**src/rtl/mem_align_unit_if.sv**
```systemverilog
// ---------------------------------------------------------------------------
// mem_align_unit_if
//   Bundles the pipeline-side request/response signals and the data-memory
//   bus of the MEM-stage load/store alignment unit.
//
//   Parameter: ADDR_W - byte address width.
//
//   Signals:
//     req_valid/req_we/req_size/req_sign/req_addr/req_wdata  request from MEM stage
//     stall/done/rdata_out/addr_err                          response to pipeline
//     mem_req/mem_we/mem_addr/mem_be/mem_wdata               request to data memory
//     mem_rdata/mem_ack                                      response from data memory
//
//   Modports:
//     master - the environment (pipeline plus data memory)
//     slave  - the alignment unit itself
// ---------------------------------------------------------------------------
interface mem_align_unit_if #(
  parameter int ADDR_W = 32
);
  logic              req_valid;
  logic              req_we;
  logic [1:0]        req_size;
  logic              req_sign;
  logic [ADDR_W-1:0] req_addr;
  logic [31:0]       req_wdata;

  logic              stall;
  logic              done;
  logic [31:0]       rdata_out;
  logic              addr_err;

  logic              mem_req;
  logic              mem_we;
  logic [ADDR_W-1:0] mem_addr;
  logic [3:0]        mem_be;
  logic [31:0]       mem_wdata;
  logic [31:0]       mem_rdata;
  logic              mem_ack;

  modport master (
    output req_valid, req_we, req_size, req_sign, req_addr, req_wdata,
    output mem_rdata, mem_ack,
    input  stall, done, rdata_out, addr_err,
    input  mem_req, mem_we, mem_addr, mem_be, mem_wdata
  );

  modport slave (
    input  req_valid, req_we, req_size, req_sign, req_addr, req_wdata,
    input  mem_rdata, mem_ack,
    output stall, done, rdata_out, addr_err,
    output mem_req, mem_we, mem_addr, mem_be, mem_wdata
  );
endinterface

```
**src/rtl/mem_align_unit.sv**
```systemverilog
// ---------------------------------------------------------------------------
// mem_align_unit
//   MEM-stage load/store sub-unit. Stores are packed into byte lanes with
//   matching byte enables; loads have the addressed lane extracted from the
//   returned word and zero/sign extended. The unit holds the pipeline with
//   stall while a request/acknowledge transfer with data memory is open.
//
//   Ports:
//     clk    - system clock, rising edge
//     reset  - synchronous, active-high reset
//     bus    - mem_align_unit_if.slave (request, response and memory bus)
//
//   Configuration macro: UNALIGNED_TRAP_EN
//     defined   - misaligned half/word requests skip memory and complete
//                 with addr_err = 1 alongside done
//     undefined - addr_err is 0; the offending low address bits are forced
//                 to zero and the access proceeds normally
//
//   Flow: IDLE (accept) -> ACCESS (mem_req held until mem_ack) -> RESP (done)
// ---------------------------------------------------------------------------
module mem_align_unit #(
  parameter int ADDR_W = 32
) (
  input logic             clk,
  input logic             reset,
  mem_align_unit_if.slave bus
);

  typedef enum logic [1:0] {
    IDLE   = 2'd0,
    ACCESS = 2'd1,
    RESP   = 2'd2
  } state_t;

  state_t state_reg, state_next;

  // Captured request attributes needed after acceptance
  logic        we_reg;
  logic [1:0]  size_reg;
  logic        sign_reg;
  logic [1:0]  off_reg;

  // Registered memory-side and result outputs
  logic              mem_req_reg;
  logic              mem_we_reg;
  logic [ADDR_W-1:0] mem_addr_reg;
  logic [3:0]        mem_be_reg;
  logic [31:0]       mem_wdata_reg;
  logic [31:0]       rdata_reg;

  logic stall_o;
  logic done_o;

  // ---------------------------------------------------------------------
  // Request decode
  // ---------------------------------------------------------------------
  logic [1:0]  eff_off;
  logic [3:0]  be_new;
  logic [31:0] wdata_lanes;
  logic        trap_req;

  // Effective lane offset: halves drop addr[0], words (and the reserved
  // size) always start at lane 0.
  always_comb begin
    case (bus.req_size)
      2'b00:   eff_off = bus.req_addr[1:0];
      2'b01:   eff_off = {bus.req_addr[1], 1'b0};
      default: eff_off = 2'b00;
    endcase
  end

  always_comb begin
    if (!bus.req_we) begin
      be_new = 4'b1111;
    end else begin
      case (bus.req_size)
        2'b00:   be_new = 4'b0001 << eff_off;
        2'b01:   be_new = 4'b0011 << {eff_off[1], 1'b0};
        default: be_new = 4'b1111;
      endcase
    end
  end

  // Lane replication: every lane carries the byte of the store data that
  // would land there, so only mem_be decides which lanes are written.
  genvar gi;
  generate
    for (gi = 0; gi < 4; gi++) begin : g_lane
      assign wdata_lanes[8*gi +: 8] =
          (bus.req_size == 2'b00) ? bus.req_wdata[7:0] :
          (bus.req_size == 2'b01) ? bus.req_wdata[8*(gi%2) +: 8] :
                                    bus.req_wdata[8*gi +: 8];
    end
  endgenerate

`ifdef UNALIGNED_TRAP_EN
  logic misaligned;
  logic err_reg;

  always_comb begin
    case (bus.req_size)
      2'b00:   misaligned = 1'b0;
      2'b01:   misaligned = bus.req_addr[0];
      default: misaligned = (bus.req_addr[1:0] != 2'b00);
    endcase
  end

  assign trap_req = misaligned;

  always_ff @(posedge clk) begin
    if (reset) begin
      err_reg <= 1'b0;
    end else if (state_reg == IDLE && bus.req_valid) begin
      err_reg <= misaligned;
    end
  end

  assign bus.addr_err = (state_reg == RESP) && err_reg;
`else
  assign trap_req     = 1'b0;
  assign bus.addr_err = 1'b0;
`endif

  // ---------------------------------------------------------------------
  // Load extraction from the returned word
  // ---------------------------------------------------------------------
  logic [31:0] rdata_word;
  logic [7:0]  byte_lane;
  logic [15:0] half_lane;
  logic [31:0] load_ext;

  assign rdata_word = bus.mem_rdata;
  assign byte_lane  = rdata_word[{off_reg, 3'b000} +: 8];
  assign half_lane  = off_reg[1] ? rdata_word[31:16] : rdata_word[15:0];

  always_comb begin
    case (size_reg)
      2'b00:   load_ext = {{24{sign_reg & byte_lane[7]}}, byte_lane};
      2'b01:   load_ext = {{16{sign_reg & half_lane[15]}}, half_lane};
      default: load_ext = rdata_word;
    endcase
  end

  // ---------------------------------------------------------------------
  // FSM: state register
  // ---------------------------------------------------------------------
  always_ff @(posedge clk) begin
    if (reset) begin
      state_reg <= IDLE;
    end else begin
      state_reg <= state_next;
    end
  end

  // FSM: next state
  always_comb begin
    state_next = state_reg;
    case (state_reg)
      IDLE: begin
        if (bus.req_valid) begin
          state_next = trap_req ? RESP : ACCESS;
        end
      end
      ACCESS: begin
        if (bus.mem_ack) begin
          state_next = RESP;
        end
      end
      // The request still visible in RESP belongs to the completing
      // instruction, so it is never re-accepted here.
      RESP:    state_next = IDLE;
      default: state_next = IDLE;
    endcase
  end

  // FSM: outputs
  always_comb begin
    stall_o = 1'b0;
    done_o  = 1'b0;
    case (state_reg)
      IDLE:    stall_o = bus.req_valid;
      ACCESS:  stall_o = 1'b1;
      RESP:    done_o  = 1'b1;
      default: ;
    endcase
  end

  // ---------------------------------------------------------------------
  // Datapath registers
  // ---------------------------------------------------------------------
  always_ff @(posedge clk) begin
    if (reset) begin
      we_reg        <= 1'b0;
      size_reg      <= 2'b00;
      sign_reg      <= 1'b0;
      off_reg       <= 2'b00;
      mem_req_reg   <= 1'b0;
      mem_we_reg    <= 1'b0;
      mem_addr_reg  <= '0;
      mem_be_reg    <= 4'b0000;
      mem_wdata_reg <= 32'h0;
      rdata_reg     <= 32'h0;
    end else begin
      case (state_reg)
        IDLE: begin
          if (bus.req_valid) begin
            we_reg   <= bus.req_we;
            size_reg <= bus.req_size;
            sign_reg <= bus.req_sign;
            off_reg  <= eff_off;
            // A trapped request never reaches the memory bus.
            if (!trap_req) begin
              mem_req_reg   <= 1'b1;
              mem_we_reg    <= bus.req_we;
              mem_addr_reg  <= {bus.req_addr[ADDR_W-1:2], 2'b00};
              mem_be_reg    <= be_new;
              mem_wdata_reg <= wdata_lanes;
            end
          end
        end
        ACCESS: begin
          if (bus.mem_ack) begin
            mem_req_reg   <= 1'b0;
            mem_we_reg    <= 1'b0;
            mem_addr_reg  <= '0;
            mem_be_reg    <= 4'b0000;
            mem_wdata_reg <= 32'h0;
            if (!we_reg) begin
              rdata_reg <= load_ext;
            end
          end
        end
        default: ;
      endcase
    end
  end

  assign bus.stall     = stall_o;
  assign bus.done      = done_o;
  assign bus.rdata_out = rdata_reg;
  assign bus.mem_req   = mem_req_reg;
  assign bus.mem_we    = mem_we_reg;
  assign bus.mem_addr  = mem_addr_reg;
  assign bus.mem_be    = mem_be_reg;
  assign bus.mem_wdata = mem_wdata_reg;

endmodule

```
**src/flat_wrapper.sv**
```systemverilog
// flat-port wrapper written by rule: the top's interface ports become plain ports
module mem_align_unit_flat 
#(
  parameter int ADDR_W = 32
)
  (clk, reset, bus_req_valid, bus_req_we, bus_req_size, bus_req_sign, bus_req_addr, bus_req_wdata, bus_mem_rdata, bus_mem_ack, bus_stall, bus_done, bus_rdata_out, bus_addr_err, bus_mem_req, bus_mem_we, bus_mem_addr, bus_mem_be, bus_mem_wdata);
  mem_align_unit_if #(.ADDR_W(ADDR_W)) bus_i ();
  input logic clk;
  input logic reset;
  input wire logic [$bits(bus_i.req_valid)-1:0] bus_req_valid;
  input wire logic [$bits(bus_i.req_we)-1:0] bus_req_we;
  input wire logic [$bits(bus_i.req_size)-1:0] bus_req_size;
  input wire logic [$bits(bus_i.req_sign)-1:0] bus_req_sign;
  input wire logic [$bits(bus_i.req_addr)-1:0] bus_req_addr;
  input wire logic [$bits(bus_i.req_wdata)-1:0] bus_req_wdata;
  input wire logic [$bits(bus_i.mem_rdata)-1:0] bus_mem_rdata;
  input wire logic [$bits(bus_i.mem_ack)-1:0] bus_mem_ack;
  output wire logic [$bits(bus_i.stall)-1:0] bus_stall;
  output wire logic [$bits(bus_i.done)-1:0] bus_done;
  output wire logic [$bits(bus_i.rdata_out)-1:0] bus_rdata_out;
  output wire logic [$bits(bus_i.addr_err)-1:0] bus_addr_err;
  output wire logic [$bits(bus_i.mem_req)-1:0] bus_mem_req;
  output wire logic [$bits(bus_i.mem_we)-1:0] bus_mem_we;
  output wire logic [$bits(bus_i.mem_addr)-1:0] bus_mem_addr;
  output wire logic [$bits(bus_i.mem_be)-1:0] bus_mem_be;
  output wire logic [$bits(bus_i.mem_wdata)-1:0] bus_mem_wdata;
  assign bus_i.req_valid = bus_req_valid;
  assign bus_i.req_we = bus_req_we;
  assign bus_i.req_size = bus_req_size;
  assign bus_i.req_sign = bus_req_sign;
  assign bus_i.req_addr = bus_req_addr;
  assign bus_i.req_wdata = bus_req_wdata;
  assign bus_i.mem_rdata = bus_mem_rdata;
  assign bus_i.mem_ack = bus_mem_ack;
  assign bus_stall = bus_i.stall;
  assign bus_done = bus_i.done;
  assign bus_rdata_out = bus_i.rdata_out;
  assign bus_addr_err = bus_i.addr_err;
  assign bus_mem_req = bus_i.mem_req;
  assign bus_mem_we = bus_i.mem_we;
  assign bus_mem_addr = bus_i.mem_addr;
  assign bus_mem_be = bus_i.mem_be;
  assign bus_mem_wdata = bus_i.mem_wdata;
  mem_align_unit #(.ADDR_W(ADDR_W)) u_core (.clk(clk), .reset(reset), .bus(bus_i));
endmodule
```
**config.mk**
```make
export PLATFORM = sky130hd
export DESIGN_NAME = mem_align_unit_flat
export DESIGN_NICKNAME = d
export VERILOG_FILES = /design/src/rtl/mem_align_unit_if.sv /design/src/rtl/mem_align_unit.sv /design/src/flat_wrapper.sv
export SDC_FILE = /design/constraint.sdc
export NUM_CORES = 1
export LEC_CHECK = 0
export BUFFER_PORTS_ARGS = -buffer_cell sky130_fd_sc_hd__buf_2
export CAP_MARGIN = 5
export CORE_ASPECT_RATIO = 1.1
export CORE_MARGIN = 5
export CORE_UTILIZATION = 47
export DETAILED_ROUTE_END_ITERATION = 8
export PLACE_DENSITY = 0.88
export SETUP_SLACK_MARGIN = 0.05
export SLEW_MARGIN = 5
export SYNTH_ARGS = -nofsm -noshare
export SYNTH_HDL_FRONTEND = slang
export SYNTH_SLANG_ARGS = --single-unit
```
**constraint.sdc**
```tcl
create_clock -name clk -period 1.73 [get_ports clk]
set_input_delay 0.2595 -clock clk [delete_from_list [all_inputs] [get_ports clk]]
set_output_delay 0.2595 -clock clk [all_outputs]
set_load 0.01 [all_outputs]
```
# --- After elaboration in Yosys (flattened, before gate mapping) ---
# Cells that the tools add are included.
totals:
  ff_bits: 110
  inputBits: 104
  output_inout_bits: 105
  wordCells: 59
op_classes:
  n_eq_ne: 6
  shifts: 3
  n_mux: 28
  bitwise_logic: 3
  reduce_logical: 8
ops:
  columns: ["op", "n"]
  rows:
  - ["$pmux W32 S2", 3]
  - ["$mux W32", 3]
  - ["$mux W8", 5]
  - ["$shiftx A32 B6 Y8", 1]
  - ["$mux W16", 1]
  - ["$pmux W4 S2", 2]
  - ["$mux W4", 3]
  - ["$pmux W2 S2", 2]
  - ["$eq A2 B1 Y1 const B", 3]
  - ["$logic_not A2 Y1", 3]
  - ["$pmux W1 S2", 3]
  - ["$reduce_and A3 Y1", 2]
  - ["$mux W1", 4]
  - ["$mux W2", 2]
  - ["$ne A2 B2 Y1 const B", 2]
  - ["$reduce_and A2 Y1", 2]
  - ["$shl A1 B2 Y4 const A", 1]
  - ["$shl A2 B2 Y4 const A", 1]
  - ["$and A1 B1 Y1", 2]
  - ["$eq A2 B2 Y1 const B", 1]
  - ["$reduce_bool A2 Y1", 1]
  - ["$not A1 Y1", 1]

# --- Logic depth before layout (Yosys ltp) ---
depth:
  ltp_word: 7
  depth_mapped: 7
  depth_no_buf: 4

# --- Worst setup path before layout ---
# No wires, ideal clock.
synth_path:
  path_kind: "register -> register"
  start: "register u_core.state_reg[0]"
  end: "register u_core.rdata_reg[19], in the netlist u_core.bus.rdata_out[19]"
  t_arrival_ns: 1.416
  t_required_ns: 1.608
  slack_ns: 0.192
  stages_incl_launch_ff: 7
  n_path_buf: 2
  path_cell_list: "dfxtp_1 > buf_4 > nand2_1 > or3_4 > a311oi_4 > buf_6 > a21oi_2"
synth_between:
  elab_chain_cells: 2
synth_rtl:
  columns: ["item", "line_no", "source"]
  rows:
  - ["start, declared", "mem_align_unit.sv:35", "state_t state_reg, state_next;"]
  - ["start signal, assigned", "mem_align_unit.sv:151", "state_reg <= state_next;"]
  - ["$eq A2 B1 Y1", "mem_align_unit.sv:204", "case (state_reg)"]
  - ["$reduce_and A3 Y1 (no source line)", null, null]
  - ["end signal, assigned", "mem_align_unit.sv:229", "rdata_reg <= load_ext;"]
  - ["end, declared", "mem_align_unit.sv:49", "logic [31:0] rdata_reg;"]
# No other way between the ends.
# A chain may end at the register's enable or synchronous reset.

# --- Worst setup path in the final report ---
layout_path:
  start: "register u_core.off_reg[1]"
  end: "register u_core.rdata_reg[17], in the netlist u_core.bus.rdata_out[17]"
layout_between:
  elab_chain_cells: 3
layout_rtl:
  columns: ["item", "line_no", "source"]
  rows:
  - ["start, declared", "mem_align_unit.sv:41", "logic [1:0] off_reg;"]
  - ["start signal, assigned", "mem_align_unit.sv:210", "off_reg <= eff_off;"]
  - ["$shiftx A32 B6 Y8 or $mux W16 (tied branches)", "mem_align_unit.sv:133, mem_align_unit.sv:134", null]
  - ["$and A1 B1 Y1, on equally long branches", "mem_align_unit.sv:138, mem_align_unit.sv:139", null]
  - ["$pmux W32 S2 (*)", "mem_align_unit.sv:137", "case (size_reg)"]
# Every way passes the cells marked *; elsewhere a longest branch is shown, timed or not.

==> metrics.md <==
| Metric | Value |
|---|---|
| Final TNS setup | `0 ns` |
| Die area | `11,900 um2` |
| Core area | `9750 um2` |
| Period Utilization, post-route | `0.917` |
| DRT Pass-1 Iters | `5` |
| Area of the multi-input gates | `2240 um2` |
| Final hold violations | `0` |
| DP HPWL | `10.8 mm` |
| Clock Sinks | `108` |
| Largest net degree at the start of global routing | `68` |
| FMAX | `630 MHz` |
| Final antenna-violating net count | `0` |
| Worst Tran Pin Value | `0.586 ns` |
| Status | `completed` |
| Yosys warnings | `0` |
| Worst setup margin | `0.144 ns` |
| Worst path slowest cell | `dfxtp_1` |
| Routed vias | `4,720` |
| Mean Syn Cell Area | `8.71 um2` |
| Initial core utilization | `0.474` |
| Initial antenna violation count | `0` |
| Vias in the first global route | `4,671` |
| CTS tree | `built` |
| Startpoint Class | `flip-flop` |
| Pre-CTS setup slack | `0.131 ns` |
| Worst-skew pair later-pin latency | `0.38 ns` |
| Post-Synthesis Cell Area | `4620 um2` |
| DRC viols | `0` |
| GRT Total Usage | `0.231` |
| Worst min path class | `primary input to flip-flop` |
| RSZ-0062 raised after global routing | `true` |
| Critical-path maximum fanout | `14` |
| First-pass GRT wire length | `22.7 mm` |
| Clock Root Buffer | `clkbuf_8` |
| Register area share after synthesis | `0.468` |
| Post-synthesis register bit count | `108` |
| Distinct cells, synth | `39` |
| Reg clk slew, reported paths | `0.11 ns` |
| # rows | `38` |
| Fraction of registers with async set or reset after synthesis | `0` |
| Static Leak | `0.00276 uW` |
| PwrDens | `882 nW/um2` |
| CP Capture Type | `flip-flop` |
| Share of cells above drive strength 1 | `0.376` |
| CTS Buf Count | `9` |
| GPL Wtd Cong | `0.889` |
| Area grow syn2layout | `29.8%` |
| Port Buf Inserts | `205` |
| Number of antenna diodes | `0` |
| Routed WL | `14.2 mm` |
| Detailed-route vias per instance | `5.56` |
| Commonest cells after routing, fill and taps aside | `205 x buf_2, 108 x dfxtp_1, 93 x nor2_1` |
| Final min period | `1.59 ns` |
| CP Class | `flip-flop to flip-flop` |
| Post-synth EDFFs | `0` |
| Main synth FF type | `dfxtp_1` |
| Max incr delay on CP | `0.47 ns` |
| Die Ht | `114 um` |
| Commonest non-fill, non-tap cell in the layout | `buf_2` |
| Die width | `105 um` |
| Remaining Overflow, GRT | `0` |
| Relative slew slack | `0.609` |
| Final #Nets | `828` |
| Cells after synthesis | `530` |
| CP required | `2.00 ns` |
| DR WL/cell | `16.8 um` |
| DR iter-0 viols | `293` |
| VDD IR max | `0.489 mV` |
| IO Pins | `209` |
| Crit path cell chain | `mux2i_2 -> nor4b_2 -> a311oi_4 -> buf_12 -> a21oi_1` |
| Final Skew | `0.0103 ns` |
| Fill count | `835` |
| Max_cap viols | `0` |
| Seq. cell area | `2160 um2` |
| Worst EP arrival | `1.85 ns` |
| Final Max Tran Viols | `0` |
| Hold-fix buffers at CTS | `0` |
| Final setup fails | `0` |
| Clock buffer depth | `2` |
| # H-tree levels | `3` |
cells by family after synthesis:
kind of cell	count (synthesis)	synth area share
buffers and inverters	52	0.0507
multiplexers	34	0.0759
AO/OA/AOI/OAI	165	0.241
other	1	0.000812
flip-flops	108	0.468
AND/OR/NAND/NOR	170	0.163
Yosys cell counts (2+ instances only):
master,count,area share
dfxtp_1,108,0.47
nor2_1,94,0.076
a22oi_1,57,0.093
o21ai_0,42,0.046
nand2_1,41,0.033
clkbuf_1,30,0.024
mux2i_1,26,0.056
a21oi_1,25,0.027
a211oi_1,10,0.016
a21oi_2,10,0.019
buf_2,10,0.011
nor3_1,9,0.0098
a221oi_1,8,0.015
mux2_2,8,0.020
nand3b_1,7,0.011
o22ai_1,7,0.0095
buf_4,5,0.0081
inv_1,4,0.0033
nor2b_1,4,0.0054
nand2b_1,3,0.0041
buf_1,2,0.0016
nand3_1,2,0.0022
or3b_1,2,0.0038
metrics by stage:
step / instances / power, uW / util / hold WS (ns) / cell area [um2]
final: 849 / 5290 / 0.615 / 0.118 / 5990
after CTS: 849 / 5320 / 0.614 / 0.104 / 5990
after floorplan: 532 / 3400 / - / 0.395 / 4620
after global placement: 833 / 3840 / 0.596 / 0.445 / 5810
after detailed placement: 833 / 3880 / 0.596 / 0.472 / 5810
after global routing: 849 / 5570 / 0.615 / 0.0980 / 5990
final timing paths:
| kind | start | end | slack (ns) | cells after the start |
|---|---|---|---|---|
| max | u_core.off_reg[1]$_SDFFE_PP0P_ | u_core.bus.rdata_out[17]$_SDFFE_PP0P_ | 0.14 | 5 |
| min | bus_req_addr[2] | u_core.bus.mem_addr[2]$_SDFFE_PP0P_ | 0.12 | 3 |
| min reg2reg | u_core.bus.mem_we$_SDFFE_PP0P_ | u_core.bus.mem_we$_SDFFE_PP0P_ | 0.49 | 2 |
| max reg2reg | u_core.off_reg[1]$_SDFFE_PP0P_ | u_core.bus.rdata_out[17]$_SDFFE_PP0P_ | 0.14 | 5 |
layer usage:
| metal | vias up | wire length [um] | track usage |
|---|---|---|---|
| li1 | 2266 | - | - |
| met1 | 2222 | 5710 | 0.284 |
| met2 | 214 | 7160 | 0.397 |
| met3 | 18 | 1170 | 0.0634 |
| met4 | 0 | 189 | 0.0682 |
| met5 | - | 0 | 0 |
where the power goes:
part           internal, uW  switching, uW  total [uW]
clock                   545            915        1460
combinational           462            620        1080
sequential             2650           95.6        2750
total                  3660           1630        5290
critical path: cells and delay by family, from the launching register on:
kind	cells	cell delay [ns]
flops	1	0.47
compound gates	2	0.42
mux	1	0.29
buf+inv	1	0.20
simple gates	1	0.09
repair_timing:
item | CTS | global route
buffers inserted | 0 | 0
endpoints found under the setup margin | 0 | 21
resized for setup | 0 | 3
area by class of cell:
class / count / area share
inverter: 4 / 0.00250
sequential: 108 / 0.361
tap: 120 / 0.0250
clock buffer: 9 / 0.0207
multi-input combinational: 372 / 0.374
timing repair buffer: 229 / 0.207
clock inverter: 7 / 0.00960
(Power assumes the default switching activity.)
